===== src/rtl/gravador_jogadas_pkg.sv =====
// gravador_jogadas_pkg
//  Shared definitions for the play-sequence recorder: FSM state codes
//  (the numeric values are what the board shows on the hex display),
//  the play width, the default wait-for-play timeout and a one-hot helper.
//  Optional feature macro used by the importing modules: GRAVADOR_ONEHOT_EN.
package gravador_jogadas_pkg;

    localparam int PLAY_W          = 4;
    localparam int TIMEOUT_DEFAULT = 3000;

    typedef enum logic [3:0] {
        INICIAL     = 4'h0,
        PREPARA     = 4'h1,
        ESPERA      = 4'h2,
        REGISTRA    = 4'h3,
        GRAVA       = 4'h4,
        PROXIMA     = 4'h5,
        FIM_OK      = 4'hA,
        FIM_TIMEOUT = 4'hD,
        ERRO        = 4'hE
    } estado_t;

    // True when exactly one bit of the play is set.
    function automatic logic is_onehot(input logic [PLAY_W-1:0] v);
        return (v != '0) && ((v & (v - 1'b1)) == '0);
    endfunction

endpackage


===== src/rtl/gravador_jogadas_detector.sv =====
// detector_jogada
//  Registers the switches every cycle and produces a one-cycle registered
//  pulse when they leave the all-zero value. A value held nonzero produces
//  no further pulses until the switches return to zero.
//  Ports:
//   clock   in   system clock (rising edge)
//   reset   in   synchronous active-high reset
//   chaves  in   player switches
//   jogada  out  registered press pulse, one cycle after the press
module detector_jogada
    import gravador_jogadas_pkg::*;
(
    input  logic              clock,
    input  logic              reset,
    input  logic [PLAY_W-1:0] chaves,
    output logic              jogada
);

    logic [PLAY_W-1:0] chaves_d_reg;
    logic              jogada_reg;
    logic              chaves_zero;
    logic              chaves_d_zero;

    assign chaves_zero   = (chaves == '0);
    assign chaves_d_zero = (chaves_d_reg == '0);

    always_ff @(posedge clock) begin
        if (reset) begin
            chaves_d_reg <= '0;
            jogada_reg   <= 1'b0;
        end else begin
            chaves_d_reg <= chaves;
            jogada_reg   <= !chaves_zero && chaves_d_zero;
        end
    end

    assign jogada = jogada_reg;

endmodule


===== src/rtl/gravador_jogadas.sv =====
// gravador_jogadas
//  Writer side of the memory game's play sequence. Each play entered on the
//  switches is written to the sequence RAM at consecutive addresses, starting
//  at 0, until N_JOGADAS plays are stored, the player stops pressing for
//  TIMEOUT_CICLOS cycles, or (optionally) an invalid play is entered.
//  Optional feature: define GRAVADOR_ONEHOT_EN to reject plays that are not
//  one-hot (session ends in ERRO, nothing written for that play). Without it
//  every nonzero play is written and erro is constant 0.
//  Ports:
//   clock, reset  clock and synchronous active-high reset
//   iniciar       start a session (from INICIAL or any final state)
//   chaves        player switches
//   mem_we        one-cycle RAM write strobe per recorded play
//   mem_addr      RAM write address (current play index)
//   mem_data      RAM write data (latched play)
//   gravados      plays written this session
//   pronto        session finished; timeout / erro give the reason
//   leds          mirror of chaves
//   db_estado     FSM state code for the hex display
module gravador_jogadas
    import gravador_jogadas_pkg::*;
#(
    parameter int N_JOGADAS      = 16,
    parameter int ADDR_W         = 4,
    parameter int TIMEOUT_CICLOS = TIMEOUT_DEFAULT
) (
    input  logic              clock,
    input  logic              reset,
    input  logic              iniciar,
    input  logic [PLAY_W-1:0] chaves,
    output logic              mem_we,
    output logic [ADDR_W-1:0] mem_addr,
    output logic [PLAY_W-1:0] mem_data,
    output logic [ADDR_W:0]   gravados,
    output logic              pronto,
    output logic              timeout,
    output logic              erro,
    output logic [3:0]        leds,
    output logic [3:0]        db_estado
);

    localparam int TIMER_W = (TIMEOUT_CICLOS > 1) ? $clog2(TIMEOUT_CICLOS) : 1;
    localparam logic [TIMER_W-1:0] TIMER_LAST = TIMER_W'(TIMEOUT_CICLOS - 1);
    localparam logic [ADDR_W-1:0]  ADDR_LAST  = ADDR_W'(N_JOGADAS - 1);
    localparam logic [ADDR_W:0]    GRAV_MAX   = (ADDR_W + 1)'(N_JOGADAS);

    estado_t           state_reg;
    logic [TIMER_W-1:0] timer_reg;
    logic              mem_we_reg;
    logic [ADDR_W-1:0] mem_addr_reg;
    logic [PLAY_W-1:0] mem_data_reg;
    logic [ADDR_W:0]   gravados_reg;
    logic              pronto_reg;
    logic              timeout_reg;
    logic              jogada;

    detector_jogada u_detector (
        .clock  (clock),
        .reset  (reset),
        .chaves (chaves),
        .jogada (jogada)
    );

`ifdef GRAVADOR_ONEHOT_EN
    logic erro_reg;
`endif

    always_ff @(posedge clock) begin
        if (reset) begin
            state_reg    <= INICIAL;
            timer_reg    <= '0;
            mem_we_reg   <= 1'b0;
            mem_addr_reg <= '0;
            mem_data_reg <= '0;
            gravados_reg <= '0;
            pronto_reg   <= 1'b0;
            timeout_reg  <= 1'b0;
`ifdef GRAVADOR_ONEHOT_EN
            erro_reg     <= 1'b0;
`endif
        end else begin
            // The write strobe is only raised on the edge entering GRAVA,
            // so it drops back to 0 on every other edge.
            mem_we_reg <= 1'b0;
            case (state_reg)
                INICIAL: begin
                    if (iniciar) begin
                        state_reg <= PREPARA;
                    end
                end
                PREPARA: begin
                    mem_addr_reg <= '0;
                    gravados_reg <= '0;
                    timer_reg    <= '0;
                    pronto_reg   <= 1'b0;
                    timeout_reg  <= 1'b0;
`ifdef GRAVADOR_ONEHOT_EN
                    erro_reg     <= 1'b0;
`endif
                    state_reg    <= ESPERA;
                end
                ESPERA: begin
                    // A play arriving on the last timer cycle still counts.
                    if (jogada) begin
                        mem_data_reg <= chaves;
                        state_reg    <= REGISTRA;
                        timer_reg    <= timer_reg + 1'b1;
                    end else if (timer_reg == TIMER_LAST) begin
                        pronto_reg  <= 1'b1;
                        timeout_reg <= 1'b1;
                        state_reg   <= FIM_TIMEOUT;
                    end else begin
                        timer_reg <= timer_reg + 1'b1;
                    end
                end
                REGISTRA: begin
`ifdef GRAVADOR_ONEHOT_EN
                    if (!is_onehot(mem_data_reg)) begin
                        pronto_reg <= 1'b1;
                        erro_reg   <= 1'b1;
                        state_reg  <= ERRO;
                    end else begin
                        mem_we_reg <= 1'b1;
                        state_reg  <= GRAVA;
                    end
`else
                    mem_we_reg <= 1'b1;
                    state_reg  <= GRAVA;
`endif
                end
                GRAVA: begin
                    if (gravados_reg != GRAV_MAX) begin
                        gravados_reg <= gravados_reg + 1'b1;
                    end
                    // The address never wraps: the last slot ends the session.
                    if (mem_addr_reg == ADDR_LAST) begin
                        pronto_reg <= 1'b1;
                        state_reg  <= FIM_OK;
                    end else begin
                        state_reg <= PROXIMA;
                    end
                end
                PROXIMA: begin
                    mem_addr_reg <= mem_addr_reg + 1'b1;
                    timer_reg    <= '0;
                    state_reg    <= ESPERA;
                end
                FIM_OK, FIM_TIMEOUT, ERRO: begin
                    if (iniciar) begin
                        state_reg <= PREPARA;
                    end
                end
                default: begin
                    state_reg <= INICIAL;
                end
            endcase
        end
    end

    assign mem_we    = mem_we_reg;
    assign mem_addr  = mem_addr_reg;
    assign mem_data  = mem_data_reg;
    assign gravados  = gravados_reg;
    assign pronto    = pronto_reg;
    assign timeout   = timeout_reg;
    assign leds      = chaves;
    assign db_estado = state_reg;
`ifdef GRAVADOR_ONEHOT_EN
    assign erro      = erro_reg;
`else
    assign erro      = 1'b0;
`endif

endmodule


===== config.mk =====
export PLATFORM = sky130hd
export DESIGN_NAME = gravador_jogadas
export DESIGN_NICKNAME = d
export VERILOG_FILES = /design/src/rtl/gravador_jogadas_pkg.sv /design/src/rtl/gravador_jogadas_detector.sv /design/src/rtl/gravador_jogadas.sv
export SDC_FILE = /design/constraint.sdc
export NUM_CORES = 1
export LEC_CHECK = 0
export CAP_MARGIN = 20
export CORE_ASPECT_RATIO = 1.5
export CORE_MARGIN = 2
export CORE_UTILIZATION = 30
export DETAILED_ROUTE_END_ITERATION = 8
export SYNTH_ARGS = -nofsm -noshare
export SYNTH_HDL_FRONTEND = slang
export SYNTH_SLANG_ARGS = --single-unit

===== constraint.sdc =====
create_clock -name clock -period 3.1 [get_ports clock]
set_clock_uncertainty 0.1 [all_clocks]
set_input_delay 0.62 -clock clock [delete_from_list [all_inputs] [get_ports clock]]
set_output_delay 0.62 -clock clock [all_outputs]
set_load 0.005 [all_outputs]

# Word level (Yosys, flattened, before mapping)
# Cells that the tools add are included.
[totals]
out_inout_bits = 25
reg_bits = 37
[classes]
n_eq_ne = 18
n_addsub = 3
n_mux = 17
n_reduce_logical = 18
[op_table]
columns = ["cell", "n"]
rows = [
  ["12-bit two-way mux", 2],
  ["12-bit one-hot mux with 2 select lines", 1],
  ["4-bit one-hot mux with 5 select lines", 1],
  ["4-bit equality test, second input constant", 4],
  ["4-bit two-way mux", 4],
  ["12-bit by 1-bit adder with 12-bit output, second input constant", 1],
  ["12-bit equality test, second input constant", 1],
  ["4-bit zero test", 3],
  ["5-bit one-hot mux with 2 select lines", 1],
  ["4-bit by 2-bit equality test with 1-bit output, second input constant", 2],
  ["4-bit by 3-bit equality test with 1-bit output, second input constant", 2],
  ["2-bit inequality test, second input constant", 4],
  ["4-bit one-hot mux with 2 select lines", 1],
  ["2-bit AND reduction", 4],
  ["2-bit nonzero test", 4],
  ["3-bit by 2-bit inequality test with 1-bit output, second input constant", 2],
  ["5-bit by 1-bit adder with 5-bit output, second input constant", 1],
  ["5-bit two-way mux", 1],
  ["5-bit inequality test, second input constant", 1],
  ["4-bit by 1-bit adder with 4-bit output, second input constant", 1],
  ["4-bit by 1-bit equality test with 1-bit output, second input constant", 1],
  ["1-bit two-way mux", 4],
  ["4-bit AND reduction", 1],
  ["4-bit OR reduction", 1],
  ["8 further kinds", 8],
]

# Logic depth before layout (Yosys ltp)
# Gate-level depths: netlist (run 1).
[logic_depth]
depth_word = 4
ltp_mapped = 6
mapped_depth_nobuf = 6

# Cells and area by module
# Synthesis (run 1) repeated with hierarchy kept, for this count alone.
[unflattened]
hier_cells = 215
hier_area_um2 = 1820.5
[modules_own_cells]
columns = ["mod", "area_each_um2", "cells_per_inst", "instances"]
rows = [
  ["gravador_jogadas", 1676.6, 203, 1],
  ["detector_jogada", 143.9, 12, 1],
]

# Worst setup path after synthesis (run 1)
# Ideal clock, no wire load.
[synth_path]
kind = "register to register"
start = "register timer_reg[10]"
end = "register state_reg[2] (netlist: db_estado[2])"
period_less_slack_ns = 1.906
setup_time_ns = 0.072
arrival_time_ns = 1.734
slack_ns = 1.194
n_path_buf = 0
stages_incl_launch_ff = 5
path_cell_list = "dfxtp_1 -> or4b_2 -> or3_1 -> a21oi_1 -> mux2i_1"
[synth_between]
elab_chain_len = 3
[synth_lines]
columns = ["item", "line_no", "rtl"]
rows = [
  ["start: declaration", "gravador_jogadas.sv:48", "logic [TIMER_W-1:0] timer_reg;"],
  ["start signal: assignment", "gravador_jogadas.sv:107", "timer_reg <= timer_reg + 1'b1;"],
  ["start signal: assignment", "gravador_jogadas.sv:113", "timer_reg <= timer_reg + 1'b1;"],
  ["12-bit equality test", "gravador_jogadas.sv:108", "end else if (timer_reg == TIMER_LAST) begin"],
  ["3-bit by 2-bit inequality test with 1-bit output (no source line)", "n/a", ""],
  ["2-bit AND reduction (no source line)", "n/a", ""],
  ["end signal: assignment", "gravador_jogadas.sv:106", "state_reg <= REGISTRA;"],
  ["end signal: assignment", "gravador_jogadas.sv:111", "state_reg <= FIM_TIMEOUT;"],
  ["end signal: assignment", "gravador_jogadas.sv:128", "state_reg <= GRAVA;"],
  ["end: declaration", "gravador_jogadas.sv:47", "estado_t state_reg;"],
]
# No other way between the ends.
# A chain may end at the register's enable or synchronous reset.

# Worst setup path after layout (run 1)
[layout_path]
start = "input port chaves[2]"
end = "output port leds[2]"
[layout_rtl]
columns = ["item", "line_no", "rtl"]
rows = [
  ["start: declaration", "gravador_jogadas.sv:30", "input logic [PLAY_W-1:0] chaves,"],
  ["end: declaration", "gravador_jogadas.sv:38", "output logic [3:0] leds,"],
]
# No word-level cell between the ends.

==> results of run 1 <==
-- tightest hold or removal path: stages (launching register included) --
cell and delay [ns]:
dfxtp_1 0.30, or4_1 0.09, nor3_1 0.04
-- worst max-delay path by stage --
| stage | startpoint | cells after the start | endpoint |
|---|---|---|---|
| after global placement | chaves[2] | 2 | leds[2] |
| after CTS | chaves[2] | 2 | leds[2] |
| after global routing | chaves[2] | 2 | leds[2] |
| final | chaves[2] | 2 | leds[2] |
| after floorplan | timer_reg[10]$_SDFFE_PP0P_ | 4 | db_estado[2]$_SDFFE_PP0P_ |
| after detailed placement | chaves[2] | 2 | leds[2] |
-- report_power, final --
part	leakage, uW	switching, uW	internal, uW
Clock	0.0000450	168	156
Sequential	0.000300	76.8	512
Combinational	0.000477	242	213
Total	0.000822	487	881
-- routing by layer --
layer	wire [um]	global-route usage [%]	vias up
met5	0	0	-
met4	54	4.92	0
met3	146	3.14	5
met2	2270	23.9	24
met1	1830	14.9	765
li1	-	-	824
-- cell usage after synthesis (all sizes together) (4+ instances only) --
master / count / area, um2
a21oi: 15 / 75.1
a31oi: 4 / 25.0
and3: 4 / 25.0
buf: 5 / 37.5
clkbuf: 8 / 30.0
dfxtp: 37 / 741
ha: 4 / 50.1
inv: 7 / 26.3
mux2i: 10 / 100
nand2: 23 / 86.3
nand3: 10 / 50.1
nand4: 7 / 43.8
nor2: 12 / 45.0
nor2b: 6 / 37.5
o21ai: 4 / 20.0
or3: 8 / 50.1
-- metrics by stage --
step	instance area, um2	cells
final	2290	316
after global routing	2290	316
after CTS	2290	316
after detailed placement	2200	308
after global placement	2200	308
after floorplan	1850	213
-- cell type report --
type | count | share of cell area, %
sequential | 37 | 32.4
tap | 74 | 4.05
inverter | 7 | 1.15
clock buffer | 6 | 3.17
multi-input combinational | 156 | 44.3
timing repair buffer | 34 | 14.4
clock inverter | 2 | 0.438
-- kinds of logic after synthesis --
| family | after synthesis | share of synthesized area [%] |
|---|---|---|
| simple gates | 99 | 30.3 |
| compound gates | 38 | 14.2 |
| flops | 37 | 40.1 |
| buf+inv | 20 | 5.08 |
| mux | 11 | 6.03 |
| fa+ha+maj | 4 | 2.71 |
| xor+xnor | 3 | 1.42 |
| other cells | 1 | 0.203 |
==> out/qor.csv, run 1 <==
stage;metric;value;unit
hold_path;hold_path.class;flip-flop to flip-flop;
worst_setup_path;rr_endpoint;gravados[2]$_SDFFE_PP0P_;
worst_setup_path;cp.arrival;1.68;ns
sta;post-route-worst-setup-slack;0.699;ns
clocking;cts_resized;0;
drt;drtAntennaViolNets;0;
worst_setup_path;reg2reg_depth;4;
yosys;synth.cell_area;1850;um2
yosys;yosys_register_bits;37;
worst_setup_path;cp.required;2.38;ns
sta;hold_violations;0;
sta;holdWs;0.373;ns
sta;setup_tns;0;ns
cells_and_area;multi_input_area;1010;um2
yosys;synth_edf_count;0;
floorplanning;start_util;30.6;%
floorplanning;die_h;100;um
sta;fmax;416;MHz
sta;setup_viol;0;
grt;track_usage;13.4;%
grt;overflow;0;
yosys;async_flop_share;0;%
floorplanning;fp.coreArea;6040;um2
worst_setup_path;crit_chain;clkdlybuf4s50_1, clkdlybuf4s50_1;
run_status;status;completed;
clocking;h-tree-depth;2;
clocking;clock_latency;0.28;ns
cells_and_area;final_util;37.8;%
sta;fin_crit;2.40;ns
drt;dr.pass1.iters;4;
cells_and_area;area_growth;23.7;%
sta;rsz0062_at_grt;false;
yosys;ys_warn_count;0;
clocking;cts_tree;built;
clocking;cts_buffer_depth;2;
sta;relSlewSlack;61.3;%
place;gp_congestion;0.837;
sta;worst_pin_slew;0.579;ns
drt;vias;1618;
drt;first_iter_violations;62;
floorplanning;io_pins;32;
grt;antenna_found_initial;0;
clocking;post_cts_buffers;0;
worst_setup_path;cp_max_fo;4;
yosys;synth_cell_types;48;
worst_setup_path;cp_top_family;buffers and inverters;
clocking;clock-sinks;37;
cells_and_area;ff_latch_area;741;um2
place;dp.final_hpwl;3120;um
cells_and_area;layout_common_cells;dfxtp_1 (37), clkdlybuf4s50_1 (30), nand2_1 (23);
pwr;leakage;0.000822;uW
yosys;seq_area_frac_synth;40.1;%
cells_and_area;largest_register_ff_count;12;
clocking;cts.reportedPaths.clkPinSlew;0.07;ns
worst_setup_path;worst_setup_path_end_kind;primary output;
grt;grt_max_degree;18;
clocking;postCtsHoldBufs;0;
clocking;clock-root-buffer;clkbuf_8;
yosys;synthesis.instances;213;
drt;routedWlPerCell;13.6;um
cells_and_area;antennaDiodeCount;0;
yosys;syn_avg_cell_area;8.68;um2
worst_setup_path;path_class;input port to primary output;
drt;vias_per_cell;5.12;
cells_and_area;final_common_cell;dfxtp_1;
worst_setup_path;r2r_slack;0.95;ns
floorplanning;placementRows;35;
clocking;numCtsBuffers;5;
cells_and_area;nets;252;
place;dp_worst_setup_slack;0.700;ns
pwr;irDropWorstVdd;0.279;mV
floorplanning;fp.dieW;68.1;um
hold_path;holdPathStages;2;
worst_setup_path;cp.buffers_inverters;2;
yosys;synth_fp_nets;224;
worst_setup_path;crit_slowest_cell;clkdlybuf4s50_1;
worst_setup_path;startpoint_type;input port;
place;io_buffers;30;
worst_setup_path;crit_top_cell;clkdlybuf4s50_1;
worst_setup_path;cpPeakStageDelay;0.54;ns
grt;first_global_vias;1549;
hold_path;hold_start;u_detector.chaves_d_reg[1]$_SDFF_PP0_;
worst_setup_path;reg2reg_from;db_estado[0]$_SDFFE_PP0P_;
drt;wirelength;4300;um
grt;grt_pass1_wl;7000;um
yosys;synth_ff_type;dfxtp_1;
sta;fin_crit_sh;77.5;%
cells_and_area;drive_above_1_share;7.44;%
drt;drc;0;
sta;slew_violations;0;
cells_and_area;fillers;634;
job;drv_cap;0;
pwr;p_per_area;598;nW/um2
hold_path;whs_endpoint;u_detector.jogada$_SDFF_PP0_;
floorplanning;die_area;6820;um2
pwr;power.total;1370;uW
No activity file was read; power rests on OpenSTA's default activity.
==> run 2: changes to the inputs <==
==> constraint.sdc (replaced) <==
create_clock -name clock -period 2 [get_ports clock]
set_clock_uncertainty 0.1 [all_clocks]
set_input_delay 0.4 -clock clock [delete_from_list [all_inputs] [get_ports clock]]
set_output_delay 0.4 -clock clock [all_outputs]
set_load 0.005 [all_outputs]
==> run 2 against run 1 <==
Cell area increased by 7.7%. Largest cell class unchanged. Wire length increased by 4.7%. Clock power increased by 66%. Register-to-register slack got worse by 0.88 ns. Core utilization increased by 2.9 points. Flip-flop and latch count unchanged. Global-route usage increased by 0.98 points. First-iteration DRC count decreased by 1.6%. Cell count increased by 5.7%. Via count increased by 4.5%. Sequential power increased by 46%. Largest power group is now combinational cells.
==> out/qor.csv, run 2 (synthesis results as in run 1) <==
stage;metric;value;unit;change
clocking;post_cts_buffers;0;;unchanged
sta;fin_crit;1.93;ns;
sta;setup_tns;0;ns;unchanged
sta;slew_violations;0;;unchanged
clocking;clock-sinks;37;;unchanged
worst_setup_path;cp_top_family;simple AND/OR/NAND/NOR gates;;
hold_path;hold_path.class;flip-flop to flip-flop;;
grt;antenna_found_initial;0;;unchanged
run_status;status;completed;;
cells_and_area;multi_input_area;1020;um2;+1.1%
place;dp.cells;327;;+6.2%
clocking;clock_latency;0.29;ns;about the same
sta;fin_crit_sh;96.7;%;
place;io_buffers;30;;unchanged
grt;grt_pass1_wl;7480;um;+6.8%
sta;rsz0062_at_grt;true;;
cells_and_area;layout_common_cells;dfxtp_1 (36), clkdlybuf4s50_1 (30), nand2_1 (23);;
cells_and_area;nets;271;;+7.5%
floorplanning;io_pins;32;;unchanged
worst_setup_path;rr_endpoint;gravados[2]$_SDFFE_PP0P_;;
worst_setup_path;r2r_slack;0.07;ns;-0.88 ns
clocking;numCtsBuffers;5;;unchanged
grt;grt_busiest_layer;met2;;
clocking;cts_buffer_depth;2;;unchanged
worst_setup_path;cp_num_cells;4;;+2
floorplanning;die_area;6820;um2;unchanged
drt;routedWlPerCell;13.5;um;-0.90%
grt;first_global_vias;1684;;+8.7%
sta;fmax;517;MHz;
grt;grt_use_met1;15.4;%;+0.59 points
sta;setup_viol;0;;unchanged
floorplanning;fp.coreArea;6040;um2;unchanged
worst_setup_path;cpPeakStageDelay;0.67;ns;+0.13 ns
floorplanning;fp.dieW;68.1;um;unchanged
cells_and_area;drive_above_1_share;15.8;%;+8.3 points
pwr;p_per_area;925;nW/um2;+55%
cells_and_area;area_growth;33.2;%;
grt;overflow;0;;unchanged
drt;dr.pass1.iters;4;;unchanged
worst_setup_path;cp.required;2.13;ns;-0.25 ns
clocking;cts_tree;built;;
worst_setup_path;cp.buffers_inverters;0;;-2
hold_path;hold_start;timeout$_SDFFE_PP0P_;;
pwr;leakage;0.000924;uW;+12%
hold_path;holdPathStages;2;;unchanged
cells_and_area;final_util;40.7;%;+2.9 points
cells_and_area;postLayoutCellArea;2460;um2;+7.7%
grt;track_usage;14.4;%;+0.98 points
worst_setup_path;path_class;flip-flop to flip-flop;;
cells_and_area;stdcell_count;334;;+5.7%
drt;first_iter_violations;61;;-1.6%
drt;vias;1691;;+4.5%
worst_setup_path;startpoint_type;flip-flop;;
clocking;clock-root-buffer;clkbuf_8;;
worst_setup_path;reg2reg_depth;4;;unchanged
floorplanning;die_h;100;um;unchanged
drt;drc;0;;unchanged
place;gp_congestion;0.849;;+1.5%
place;dp.final_hpwl;3420;um;+9.8%
cells_and_area;ff_latch_area;742;um2;+0.17%
hold_path;whs_endpoint;timeout$_SDFFE_PP0P_;;
drt;vias_per_cell;5.06;;-1.1%
worst_setup_path;cp_max_fo;7;;+3
drt;wirelength;4500;um;+4.7%
worst_setup_path;crit_slowest_cell;or4b_2;;
worst_setup_path;crit_chain;or4b_2, a21boi_1, or3_1, a21oi_1;;
cells_and_area;antennaDiodeCount;0;;unchanged
grt;use_met3;3.25;%;+0.11 points
worst_setup_path;reg2reg_from;db_estado[0]$_SDFFE_PP0P_;;
cells_and_area;largest_register_ff_count;12;;unchanged
pwr;power.total;2280;uW;+66%
worst_setup_path;cp.arrival;2.06;ns;+0.38 ns
floorplanning;start_util;30.6;%;unchanged
clocking;h-tree-depth;2;;unchanged
grt;grt_max_degree;17;;-1
cells_and_area;final_common_cell;dfxtp_1;;
floorplanning;placementRows;35;;unchanged
cells_and_area;fillers;627;;-1.1%
sta;hold_violations;0;;unchanged
clocking;cts.reportedPaths.clkPinSlew;0.07;ns;about the same
drt;drtAntennaViolNets;0;;unchanged
place;postPlaceCellArea;2360;um2;+7.0%
pwr;irDropWorstVdd;0.714;mV;+160%
grt;use_met2;25.4;%;+1.5 points
worst_setup_path;worst_setup_path_end_kind;flip-flop;;
job;drv_cap;0;;unchanged
## run 2: power breakdown
part / total (uW) / switching, uW / internal [uW]
Combinational: 881 / 452 / 430
Sequential: 858 / 61.6 / 796
Clock: 537 / 264 / 272
Total: 2280 / 777 / 1500
## run 2: worst max-delay path by stage
stage	start	endpoint
2_1_floorplan	timer_reg[10]$_SDFFE_PP0P_	db_estado[2]$_SDFFE_PP0P_
3_3_place_gp	timer_reg[10]$_SDFFE_PP0P_	db_estado[2]$_SDFFE_PP0P_
3_5_place_dp	db_estado[1]$_SDFFE_PP0P_	db_estado[0]$_SDFFE_PP0P_
4_1_cts	db_estado[1]$_SDFFE_PP0P_	timer_reg[6]$_SDFFE_PP0P_
5_1_grt	timer_reg[10]$_SDFFE_PP0P_	timer_reg[1]$_SDFFE_PP0P_
6_report	db_estado[0]$_SDFFE_PP0P_	gravados[2]$_SDFFE_PP0P_
## run 2: timing repair
action                     4_1_cts  5_1_grt
setup endpoints to repair        0       10
hold buffers                     0        0
gates resized for setup          0        4
## run 2: area by class of cell
class	instances	share of cell area, %
Clock buffer	6	3.36
Clock inverter	1	0.305
Sequential cell	37	30.1
Multi-Input combinational cell	156	41.6
Timing Repair Buffer	53	19.7
Tap cell	74	3.76
Inverter	7	1.07
## run 2: per-stage QoR
step / hold WS (ns) / setup WS, ns
global placement: 0.355 / 0.0555
finish: 0.362 / 0.0663
CTS: 0.367 / 0.0252
floorplan: 0.348 / 0.0945
global route: 0.407 / -0.0363
detailed placement: 0.352 / 0.0446
## run 2: routing by layer
metal	share of wire, %	vias to the layer above
li1	-	862
met1	40	777
met2	54	40
met3	3.4	12
met4	3.1	0
met5	0	-
## run 2: worst reg2reg max path, stage by stage (launching register included)
cell and delay (ns):
dfxtp_1 0.44, or4b_2 0.67, a21boi_1 0.20, or3_1 0.33, a21oi_1 0.14
==> run 3: changes to the inputs <==
--- a/config.mk
+++ b/config.mk
@@ -7,7 +7,7 @@
 export LEC_CHECK = 0
 export CAP_MARGIN = 20
 export CORE_ASPECT_RATIO = 1.5
-export CORE_MARGIN = 2
+export CORE_MARGIN = 3
 export CORE_UTILIZATION = 30
 export DETAILED_ROUTE_END_ITERATION = 8
 export SYNTH_ARGS = -nofsm -noshare
==> constraint.sdc (replaced) <==
create_clock -name clock -period 2 [get_ports clock]
set_clock_uncertainty 0.1 [all_clocks]
set_input_delay 0.4 -clock clock [delete_from_list [all_inputs] [get_ports clock]]
set_output_delay 0.4 -clock clock [all_outputs]
set_load 0.1 [all_outputs]
==> run 3 against run 2 <==
Flip-flop and latch count stayed put. Global-route usage is 1.6 points lower. Register-to-register slack hardly changed. First-iteration DRC count is 90% higher.
==> out/qor.csv, run 3 (synthesis results as in run 1) <==
stage;metric;value;unit;change
sta;setup_tns;0;ns;unchanged
pwr;power_frac_seq;32.2;%;-5.5 points
clocking;postCtsHoldBufs;0;;unchanged
place;gp_congestion;0.847;;-0.32%
drt;dr.pass1.iters;4;;unchanged
sta;hold_violations;0;;unchanged
drt;first_iter_violations;116;;+90%
place;io_buffers;30;;unchanged
floorplanning;die_h;102;um;+2.0%
worst_setup_path;rr_endpoint;timer_reg[6]$_SDFFE_PP0P_;;
worst_setup_path;reg2reg_from;db_estado[0]$_SDFFE_PP0P_;;
pwr;leakage;0.000999;uW;+8.1%
worst_setup_path;startpoint;db_estado[0]$_SDFFE_PP0P_;;
floorplanning;die_area;7160;um2;+5.0%
run_status;status;completed;;
clocking;cts_tree;built;;
sta;fmax;520;MHz;+0.62%
pwr;power.total;2830;uW;+24%
hold_path;hold_path.class;flip-flop to flip-flop;;
cells_and_area;largest_register_ff_count;12;;unchanged
cells_and_area;nets;262;;-3.3%
pwr;p_int;1700;uW;+14%
cells_and_area;antennaDiodeCount;0;;unchanged
job;drv_cap;0;;unchanged
sta;fin_crit;1.92;ns;-0.0120 ns
pwr;clockPowerShare;24.1;%;+0.5 points
worst_setup_path;reg2reg_depth;4;;unchanged
grt;grt_max_degree;17;;unchanged
drt;drtAntennaViolNets;0;;unchanged
worst_setup_path;cp.arrival;2.05;ns;about the same
floorplanning;start_util;31.5;%;+0.90 points
grt;first_global_vias;1559;;-7.4%
cells_and_area;final_common_cell;dfxtp_1;;
pwr;irDropWorstVdd;0.454;mV;-36%
drt;vias;1645;;-2.7%
worst_setup_path;startpoint_type;flip-flop;;
clocking;cts_buffer_depth;2;;unchanged
pwr;p_per_area;1100;nW/um2;+19%
clocking;h-tree-depth;2;;unchanged
worst_setup_path;worst_setup_path_end_kind;flip-flop;;
pwr;sw_frac_of_total;39.8;%;+5.7 points
floorplanning;fp.dieW;70.1;um;+2.9%
pwr;p_sw;1130;uW;+45%
cells_and_area;ff_latch_area;759;um2;+2.4%
sta;rsz0062_at_grt;false;;
cells_and_area;layout_common_cells;dfxtp_1 (28), nand2_1 (23), buf_4 (22);;
drt;drc;0;;unchanged
worst_setup_path;cp_max_fo;14;;+7
floorplanning;io_pins;32;;unchanged
clocking;clock-sinks;37;;unchanged
worst_setup_path;cp.required;2.12;ns;about the same
floorplanning;fp.coreArea;5870;um2;-2.9%
grt;grt_pass1_wl;7110;um;-4.9%
sta;fin_crit_sh;96.1;%;-0.60 points
cells_and_area;multi_input_area;1030;um2;+0.98%
grt;track_usage;12.7;%;-1.6 points
sta;slew_violations;0;;unchanged
drt;vias_per_cell;5.08;;+0.28%
drt;wirelength;4370;um;-2.9%
cells_and_area;drive_above_1_share;26.2;%;+10 points
cells_and_area;fillers;569;;-9.3%
clocking;clock-root-buffer;clkbuf_8;;
place;postPlaceCellArea;2440;um2;+3.6%
floorplanning;placementRows;34;;-2.9%
pwr;p_comb_share;43.8;%;+5.1 points
clocking;cts.reportedPaths.clkPinSlew;0.08;ns;about the same
place;dp.final_hpwl;3310;um;-3.2%
clocking;numCtsBuffers;5;;unchanged
cells_and_area;postLayoutCellArea;2570;um2;+4.6%
worst_setup_path;crit_end;timer_reg[6]$_SDFFE_PP0P_;;
worst_setup_path;r2r_slack;0.08;ns;about the same
clocking;clock_latency;0.30;ns;about the same
cells_and_area;final_util;43.9;%;+3.1 points
grt;antenna_found_initial;0;;unchanged
worst_setup_path;path_class;flip-flop to flip-flop;;
drt;routedWlPerCell;13.5;um;about the same
cells_and_area;area_growth;39.3;%;
sta;setup_viol;0;;unchanged
grt;overflow;0;;unchanged
## run 3: power groups by stage
stage                     Clock [uW]  Combinational, uW  Sequential [uW]
after floorplan                    0                559             1180
after CTS                        701               1240              908
final                            681               1240              910
after global routing             732               1330              922
after detailed placement           0               1220              925
after global placement             0               1220              921
## run 3: repair_timing
| item | in CTS | in global routing |
|---|---|---|
| endpoints found under the setup margin | 1 | 2 |
| cloned | 0 | 0 |
| resized for setup | 1 | 2 |
| buffers inserted | 0 | 0 |
| pin swaps | 0 | 1 |
## run 3: metrics by stage
step	std cells	hold WS, ns	worst slack [ns]
after detailed placement	316	0.359	0.0466
final	324	0.367	0.0783
after CTS	324	0.372	0.0364
after global placement	316	0.356	0.0698
after global routing	324	0.403	0.00156
after floorplan	213	0.348	-0.00597
## run 3: worst min path at each step
stage,endpoint,cells past startpoint,startpoint
after floorplan,u_detector.jogada$_SDFF_PP0_,2,u_detector.chaves_d_reg[2]$_SDFF_PP0_
after global placement,timeout$_SDFFE_PP0P_,2,timeout$_SDFFE_PP0P_
after detailed placement,timeout$_SDFFE_PP0P_,2,timeout$_SDFFE_PP0P_
after CTS,timeout$_SDFFE_PP0P_,2,timeout$_SDFFE_PP0P_
after global routing,timeout$_SDFFE_PP0P_,2,timeout$_SDFFE_PP0P_
final,u_detector.jogada$_SDFF_PP0_,2,u_detector.chaves_d_reg[2]$_SDFF_PP0_
## run 3: layout make-up
cell class	count	share of cell area [%]
Clock buffer	6	3.21
Clock inverter	2	1.41
Inverter	7	1.02
Multi-Input combinational cell	156	40.2
Sequential cell	37	29.5
Tap cell	72	3.50
Timing Repair Buffer	44	21.2
## run 3: critical path: stages (launching register included)
cell and delay [ns]:
dfxtp_4 0.39, or3b_4 0.43, a21o_1 0.27, or4_1 0.53, a21oi_1 0.14
## run 3: per-layer routing
metal,wire (um),vias up,global-route usage (%)
met5,0,-,0
met4,69,0,6.34
met1,1830,772,13.8
li1,-,847,-
met2,2360,22,23.0
met3,112,4,3.05
